$ cat src/rtl/multiplicador_8bits_pkg.sv
// Shared definitions for the sequential shift-and-add multiplier.
//
// Holds the FSM state encoding, the iteration bound and the product width,
// plus a helper that gates the multiplicand onto the adder's second operand.
package multiplicador_8bits_pkg;

    // The only legal operand width; it matches the ripple-carry adder.
    localparam int unsigned OPER_W = 8;

    // Product width: twice the operand width.
    localparam int unsigned PROD_W = 16;

    // count value during the last CALC cycle.
    localparam logic [2:0] ITER_LAST = 3'd7;

    // 2-bit state encoding. Code 2'd3 is unused and is treated as IDLE.
    typedef enum logic [1:0] {
        ST_IDLE = 2'd0,
        ST_CALC = 2'd1,
        ST_DONE = 2'd2
    } state_t;

    // Selects the partial product for one iteration: M when the current
    // multiplier bit is set, zero otherwise.
    function automatic logic [OPER_W-1:0] partial_operand(
        input logic              sel,
        input logic [OPER_W-1:0] m
    );
        return sel ? m : '0;
    endfunction

endpackage

$ cat src/rtl/somador8bits.sv
// 8-bit ripple-carry adder.
//
// Ports:
//   a    in   8  first operand
//   b    in   8  second operand
//   cin  in   1  carry in
//   s    out  8  sum
//   cout out  1  carry out of the most significant bit
module somador8bits (
    input  logic [7:0] a,
    input  logic [7:0] b,
    input  logic       cin,
    output logic [7:0] s,
    output logic       cout
);

    // carry[i] is the carry into bit i; carry[8] is the final carry out.
    logic [8:0] carry;

    assign carry[0] = cin;

    for (genvar i = 0; i < 8; i++) begin : g_fa
        assign s[i]       = a[i] ^ b[i] ^ carry[i];
        assign carry[i+1] = (a[i] & b[i]) | (carry[i] & (a[i] ^ b[i]));
    end

    assign cout = carry[8];

endmodule

$ cat src/rtl/multiplicador_8bits.sv
// Sequential 8x8 unsigned shift-and-add multiplier.
//
// A product takes a fixed 8 CALC cycles followed by one DONE cycle. Each CALC
// cycle adds the multiplicand (or zero) to the high half and shifts the
// 17-bit {carry, sum, low half} right by one. The only adder is somador8bits.
//
// Ports:
//   clk   in   1   system clock, rising edge
//   rst   in   1   synchronous active-high reset
//   start in   1   request pulse, honoured only in IDLE
//   A     in   8   multiplicand, sampled on the accepting edge
//   B     in   8   multiplier, sampled on the accepting edge
//   busy  out  1   high in CALC and DONE
//   done  out  1   one-cycle pulse, P valid
//   P     out  16  product A*B; held until the next DONE or reset
module multiplicador_8bits
    import multiplicador_8bits_pkg::*;
#(
    parameter int unsigned WIDTH = 8
) (
    input  logic               clk,
    input  logic               rst,
    input  logic               start,
    input  logic [WIDTH-1:0]   A,
    input  logic [WIDTH-1:0]   B,
    output logic               busy,
    output logic               done,
    output logic [2*WIDTH-1:0] P
);

    // The datapath is tied to the 8-bit adder; any other width is rejected.
    if (WIDTH != OPER_W) begin : g_width_check
        $error("multiplicador_8bits: WIDTH must be 8");
    end

    state_t            state_q, state_d;
    logic [WIDTH-1:0]  m_q, m_d;
    logic [WIDTH-1:0]  acc_q, acc_d;
    logic [WIDTH-1:0]  q_q, q_d;
    logic [2:0]        count_q, count_d;
    logic [PROD_W-1:0] p_q, p_d;

    logic [WIDTH-1:0]  add_b;
    logic [WIDTH-1:0]  add_s;
    logic              add_cout;

    assign add_b = partial_operand(q_q[0], m_q);

    somador8bits u_somador (
        .a    (acc_q),
        .b    (add_b),
        .cin  (1'b0),
        .s    (add_s),
        .cout (add_cout)
    );

    // Next-state and datapath control.
    always_comb begin
        state_d = state_q;
        m_d     = m_q;
        acc_d   = acc_q;
        q_d     = q_q;
        count_d = count_q;
        p_d     = p_q;

        unique case (state_q)
            ST_IDLE: begin
                if (start) begin
                    m_d     = A;
                    q_d     = B;
                    acc_d   = '0;
                    count_d = '0;
                    state_d = ST_CALC;
                end
            end
            ST_CALC: begin
                // Right shift of {cout, sum, Q}: cout lands in ACC[7] and the
                // consumed multiplier bit drops off Q[0].
                {acc_d, q_d} = {add_cout, add_s, q_q[WIDTH-1:1]};
                count_d      = count_q + 3'd1;
                if (count_q == ITER_LAST) begin
                    state_d = ST_DONE;
                end
            end
            ST_DONE: begin
                p_d     = {acc_q, q_q};
                state_d = ST_IDLE;
            end
            default: begin
                // Unused code: fall back to IDLE, leave all registers alone.
                state_d = ST_IDLE;
            end
        endcase
    end

    // Outputs. P shows the live result during DONE so it is valid with done.
    always_comb begin
        busy = 1'b0;
        done = 1'b0;
        P    = p_q;
        unique case (state_q)
            ST_CALC: begin
                busy = 1'b1;
            end
            ST_DONE: begin
                busy = 1'b1;
                done = 1'b1;
                P    = {acc_q, q_q};
            end
            default: begin
                busy = 1'b0;
            end
        endcase
    end

    always_ff @(posedge clk) begin
        if (rst) begin
            state_q <= ST_IDLE;
            m_q     <= '0;
            acc_q   <= '0;
            q_q     <= '0;
            count_q <= '0;
            p_q     <= '0;
        end else begin
            state_q <= state_d;
            m_q     <= m_d;
            acc_q   <= acc_d;
            q_q     <= q_d;
            count_q <= count_d;
            p_q     <= p_d;
        end
    end

endmodule

$ cat config.mk
export PLATFORM = sky130hd
export DESIGN_NAME = multiplicador_8bits
export DESIGN_NICKNAME = d
export VERILOG_FILES = /design/src/rtl/multiplicador_8bits_pkg.sv /design/src/rtl/somador8bits.sv /design/src/rtl/multiplicador_8bits.sv
export SDC_FILE = /design/constraint.sdc
export NUM_CORES = 1
export LEC_CHECK = 0
export CAP_MARGIN = 0
export CELL_PAD_IN_SITES_DETAIL_PLACEMENT = 1
export CELL_PAD_IN_SITES_GLOBAL_PLACEMENT = 2
export CORE_MARGIN = 2
export CORE_UTILIZATION = 38
export CTS_BUF_LIST = sky130_fd_sc_hd__clkbuf_4
export CTS_CLUSTER_DIAMETER = 30
export CTS_CLUSTER_SIZE = 24
export DETAILED_ROUTE_END_ITERATION = 8
export GPL_TIMING_DRIVEN = 0
export PLACE_DENSITY = 0.91
export SYNTH_ARGS = -nofsm -noshare
export SYNTH_HDL_FRONTEND = slang
export SYNTH_HIERARCHICAL = 1
export SYNTH_SLANG_ARGS = --single-unit
$ cat constraint.sdc
create_clock -name clk -period 12.1 [get_ports clk]
set_input_delay 3.025 -clock clk [delete_from_list [all_inputs] [get_ports clk]]
set_output_delay 3.025 -clock clk [all_outputs]
set_load 0.02 [all_outputs]
## Yosys cells after proc, flatten, opt, wreduce, memory -nomap -nowiden

Index checks and enable logic that the tools add are counted.
W data, S select, Z words.

- Register bits after elaboration: 45
- Input port bits: 19
- Output and inout bits: 18

- Add/subtract/negate cells: 1
- Eq/ne operators: 5
- Multiplexer cells: 13
- Bitwise gates (word level): 37
- Reductions and logical operators: 6

Operators with widths:

| kind | count |
|---|---|
| $pmux W8 S2 | 2 |
| $mux W8 | 3 |
| $mux W16 | 1 |
| $and A1 B1 Y1 | 15 |
| $xor A1 B1 Y1 | 15 |
| $or A1 B1 Y1 | 7 |
| $pmux W3 S2 | 1 |
| $reduce_and A2 Y1 | 3 |
| $mux W2 | 2 |
| $ne A2 B2 Y1 const B | 2 |
| $pmux W2 S2 | 1 |
| $add A3 B1 Y3 const B | 1 |
| $eq A3 B3 Y1 const B | 1 |
| $mux W3 | 1 |
| $eq A2 B1 Y1 const B | 1 |
| $eq A2 B2 Y1 const B | 1 |
| $logic_not A2 Y1 | 1 |
| $mux W1 | 2 |
| $reduce_bool A2 Y1 | 1 |
| $reduce_or A2 Y1 | 1 |

## Depth between registers and ports, before layout

- Depth after elaboration: 17
- Depth in mapped cells: 16

## Modules after synthesis

The synthesis kept the hierarchy.

By module, submodules not included:

| module | instances | cells each | area an instance (um2) |
|---|---|---|---|
| multiplicador_8bits | 1 | 210 | 2158.3 |
| somador8bits | 1 | 18 | 197.7 |

## Worst setup path before layout

Ideal clock, no wire load.

- Path type: register -> output
- From: reg state_q[0]
- To: out P[10]
- Arrival time: 1.348 ns
- Required time: 9.075 ns
- Slack: 7.727 ns
- Stages on the path, launching flop included: 6
- Path buffers: 2
- Cells stage by stage: dfxtp_1 > inv_1 > ha_1 > buf_6 > buf_6 > mux2_4

- Cells in the longest elaborated chain, start to end: 2

RTL lines:

| element | RTL line | source |
|---|---|---|
| start: declaration | multiplicador_8bits.sv:36 | `state_t state_q, state_d;` |
| start signal: assignment | multiplicador_8bits.sv:125 | `state_q <= state_d;` |
| $eq A2 B2 Y1 | multiplicador_8bits.sv:101 | `unique case (state_q)` |
| $mux W16 | - |  |
| end: declaration | multiplicador_8bits.sv:28 | `output logic [2*WIDTH-1:0] P` |

Every way passes these cells.

## Worst setup path after layout

- From: reg state_q[0]
- To: out P[14]

Same word-level chain as after synthesis.

==> impl_metrics.ini <==
[grt]
grt-ovfl-total = 0
grt_pass1_wl_um = 8630
grt_usage_pct = 16.9
antenna_found_initial = 0
grt_max_degree = 14
via_count_of_the_first_global_routing_pass = 1830

[critical_path]
required_ns = 9.07
critical_path.reg2reg.startpoint = q_q[0]$_SDFFE_PP0P_
critPathArrivalTime_ns = 2.24
crit_path_start_kind = flip-flop
reg2regPathDepth = 16
critical_path_peak_fanout = 10
crit_end_category = output pin
reg2reg_setup_slack_ns = 7.88
worst-setup-path-type = reg2out
rr_endpoint = acc_q[6]$_SDFFE_PP0P_

[pwr]
vdd_drop_max_v = 0.0000493
swShare_pct = 29.6
share_clk_of_total_power_pct = 27.7
seqPwrFrac_pct = 48.1
switching_power_w = 0.000101
pwr-share-comb_pct = 24.2
p_int_w = 0.000240
power.density_cell_area_nw_per_um2 = 118
leakage_nw = 1.11

[clock_network]
clkLatencyLatePin_ns = 0.36
cts_tree = yes
ctsHtreeMaxLevel = 2
cts.repair_timing.setup_buffer_count = 0
clock-sinks = 45
cts_made_buffers = 5
postCtsResizedCells = 0
clk_transition_reported_paths_ns = 0.13
clockRootBuffer = clkbuf_4
cts_buffer_depth = 2
cts.hold.buffers_added = 0

[sta]
finalHoldWorstSlack_ns = 0.459
period_share_pct = 43.5
timing.final.crit_period_ns = 5.26
worst_slack_ns = 6.84
max_clock_freq_mhz = 190
worst_slew_margin_rel_pct = 66.0
rsz0062_at_grt = false
setup_viol_count_final = 0
worst_clock_skew_on_the_final_layout_ns = 0.0106
max_transition_viols_final = 0
timing.setup.tns_ns = 0
timing_worst_slew_pin_value_ns = 0.511
hold_violations = 0

[synthesis]
synth.cell_area_um2 = 2360
synth_fp_nets = 261
synth.distinct_cells = 28
post-synth-top-area-cell = dfxtp_1
register_bit_total_from_synthesis = 45
post_synth.cell_area_avg_um2 = 10.3
synth.area.top_cells = dfxtp_1 38%, mux2i_1 7.2%, mux2_4 7.0%
post_synth_inst_count = 228
area_fraction_of_the_dominant_cell_type_after_synthesis_pct = 38.2
ys_seq_area_share_pct = 38.2
ys.warnings.count = 6

[flow_run]
maxCapViolCount = 0

[layout]
num_antenna_cells = 0
drive_gt1_share_pct = 14.8
fill_cells = 687
area_growth_syn_to_layout_pct = 22.2
fin_cells = 346
postLayoutCoreUtil_pct = 48.3
finish.net_count = 303
layout.cells.most_common = dfxtp_1
final_cell_mix = 45 x dfxtp_1, 35 x clkdlybuf4s50_1, 19 x a21oi_1

[floorplan]
floorplan.initialDensity_pct = 39.6
fp.dieArea_um2 = 6850
core-area_um2 = 5960
die_width_um = 82.7
die_height_um = 82.7
rows = 28
io_pins = 37

[place]
detailed_placement_wirelength_estimate_um = 3880
dpl_worst_slack_ns = 7.25
finalWeightedCongestion = 0.734
total_of_buffers_placed_on_input_and_output_ports = 35
placed_cells = 338

[worst_hold_path]
hold_depth = 2
hold-path-endpoint = m_q[7]$_SDFFE_PP0P_
min-delay-path-class = reg2reg
worst_hold_startpoint = m_q[7]$_SDFFE_PP0P_

[outcome]
run_status = completed

[detailed_routing]
antenna_left = 0
detailroute.via_count = 1767
drc = 0
wl_per_instance_um = 15.0
drt_first_iter_violations = 53
post_drt_via_cell_ratio = 5.11
drt-pass1-iter-count = 4
route.final.wire_length_um = 5180
## worst max-delay path, cell delays in order, from the launching register on
cell             delay, ns
dfxtp_1               0.42
inv_1                 0.08
ha_1                  0.22
buf_6                 0.14
buf_6                 0.16
mux2_4                0.31
clkdlybuf4s50_1       0.54
## cell type report
cell class,count,area [um2],share of cell area (%)
Multi-Input combinational cell,155,1300,45.0
Sequential cell,45,901,31.3
Clock buffer,6,45.0,1.56
Clock inverter,2,33.8,1.17
Inverter,12,45.0,1.56
Buffer,16,114,3.95
Tap cell,75,93.8,3.26
Timing Repair Buffer,35,350,12.2
## how the worst max path moves through the flow
stage	from	end	slack, ns	cells after the start
4_1_cts	state_q[0]$_SDFFE_PP0P_	P[14]	6.80	6
5_1_grt	state_q[0]$_SDFFE_PP0P_	P[10]	6.74	6
2_1_floorplan	state_q[0]$_SDFFE_PP0P_	P[10]	7.73	5
3_3_place_gp	state_q[0]$_SDFFE_PP0P_	P[14]	7.25	6
6_report	state_q[0]$_SDFFE_PP0P_	P[14]	6.84	6
3_5_place_dp	state_q[0]$_SDFFE_PP0P_	P[14]	7.25	6
## logic make-up (layout without fill, tap and decap cells)
kind of cell               count (synthesis)  after routing  synth area share (%)
adders and majority gates                 14             14                  9.98
DFF                                       45             45                  38.2
muxes                                     34             34                  17.1
buffers and inverters                     28             71                  6.74
and+or+nand+nor                           68             68                  15.6
AOI/OAI and AO/OA                         38             38                  12.2
other                                      1              1                 0.159
## power groups by stage
stage / sequential [W] / clock [W] / combinational (W)
floorplan: 0.000165 / 0 / 0.0000594
global placement: 0.000167 / 0 / 0.0000812
detailed placement: 0.000168 / 0 / 0.0000831
CTS: 0.000164 / 0.0000975 / 0.0000835
global route: 0.000165 / 0.000102 / 0.0000904
finish: 0.000164 / 0.0000943 / 0.0000823
## registers in the layout, indices dropped and copies added (netlist names)
signal and count:
p_q 16, count_q 3, m_q 8, acc_q 8
state_q 2, q_q 8
## synthesized netlist by cell type, drive strengths merged
cell type   n
buf        13
mux2i      17
o21ai       1
clkbuf      3
a211oi      8
nand2      10
mux2       17
conb        1
a32oi      10
dfxtp      45
nand2b      2
and2        8
ha          6
nand3       9
nand3b      1
fa          8
nor2       11
or2         8
nor3        1
inv        12
nor2b      18
a21oi      19
## through the flow
| stage | total power, W | instance area, um2 |
|---|---|---|
| after detailed placement | 0.000251 | 2800 |
| after floorplan | 0.000224 | 2360 |
| after global placement | 0.000248 | 2800 |
| after global routing | 0.000358 | 2880 |
| final | 0.000340 | 2880 |
| after CTS | 0.000345 | 2880 |
## layer usage
layer	GRT usage [%]	vias up	share of wire [%]
li1	-	861	-
met1	20.2	874	47
met2	30.0	24	50
met3	3.15	8	2.3
met4	6.39	0	1.5
met5	0	-	0
Note: power is estimated with default switching activity, not from simulation.
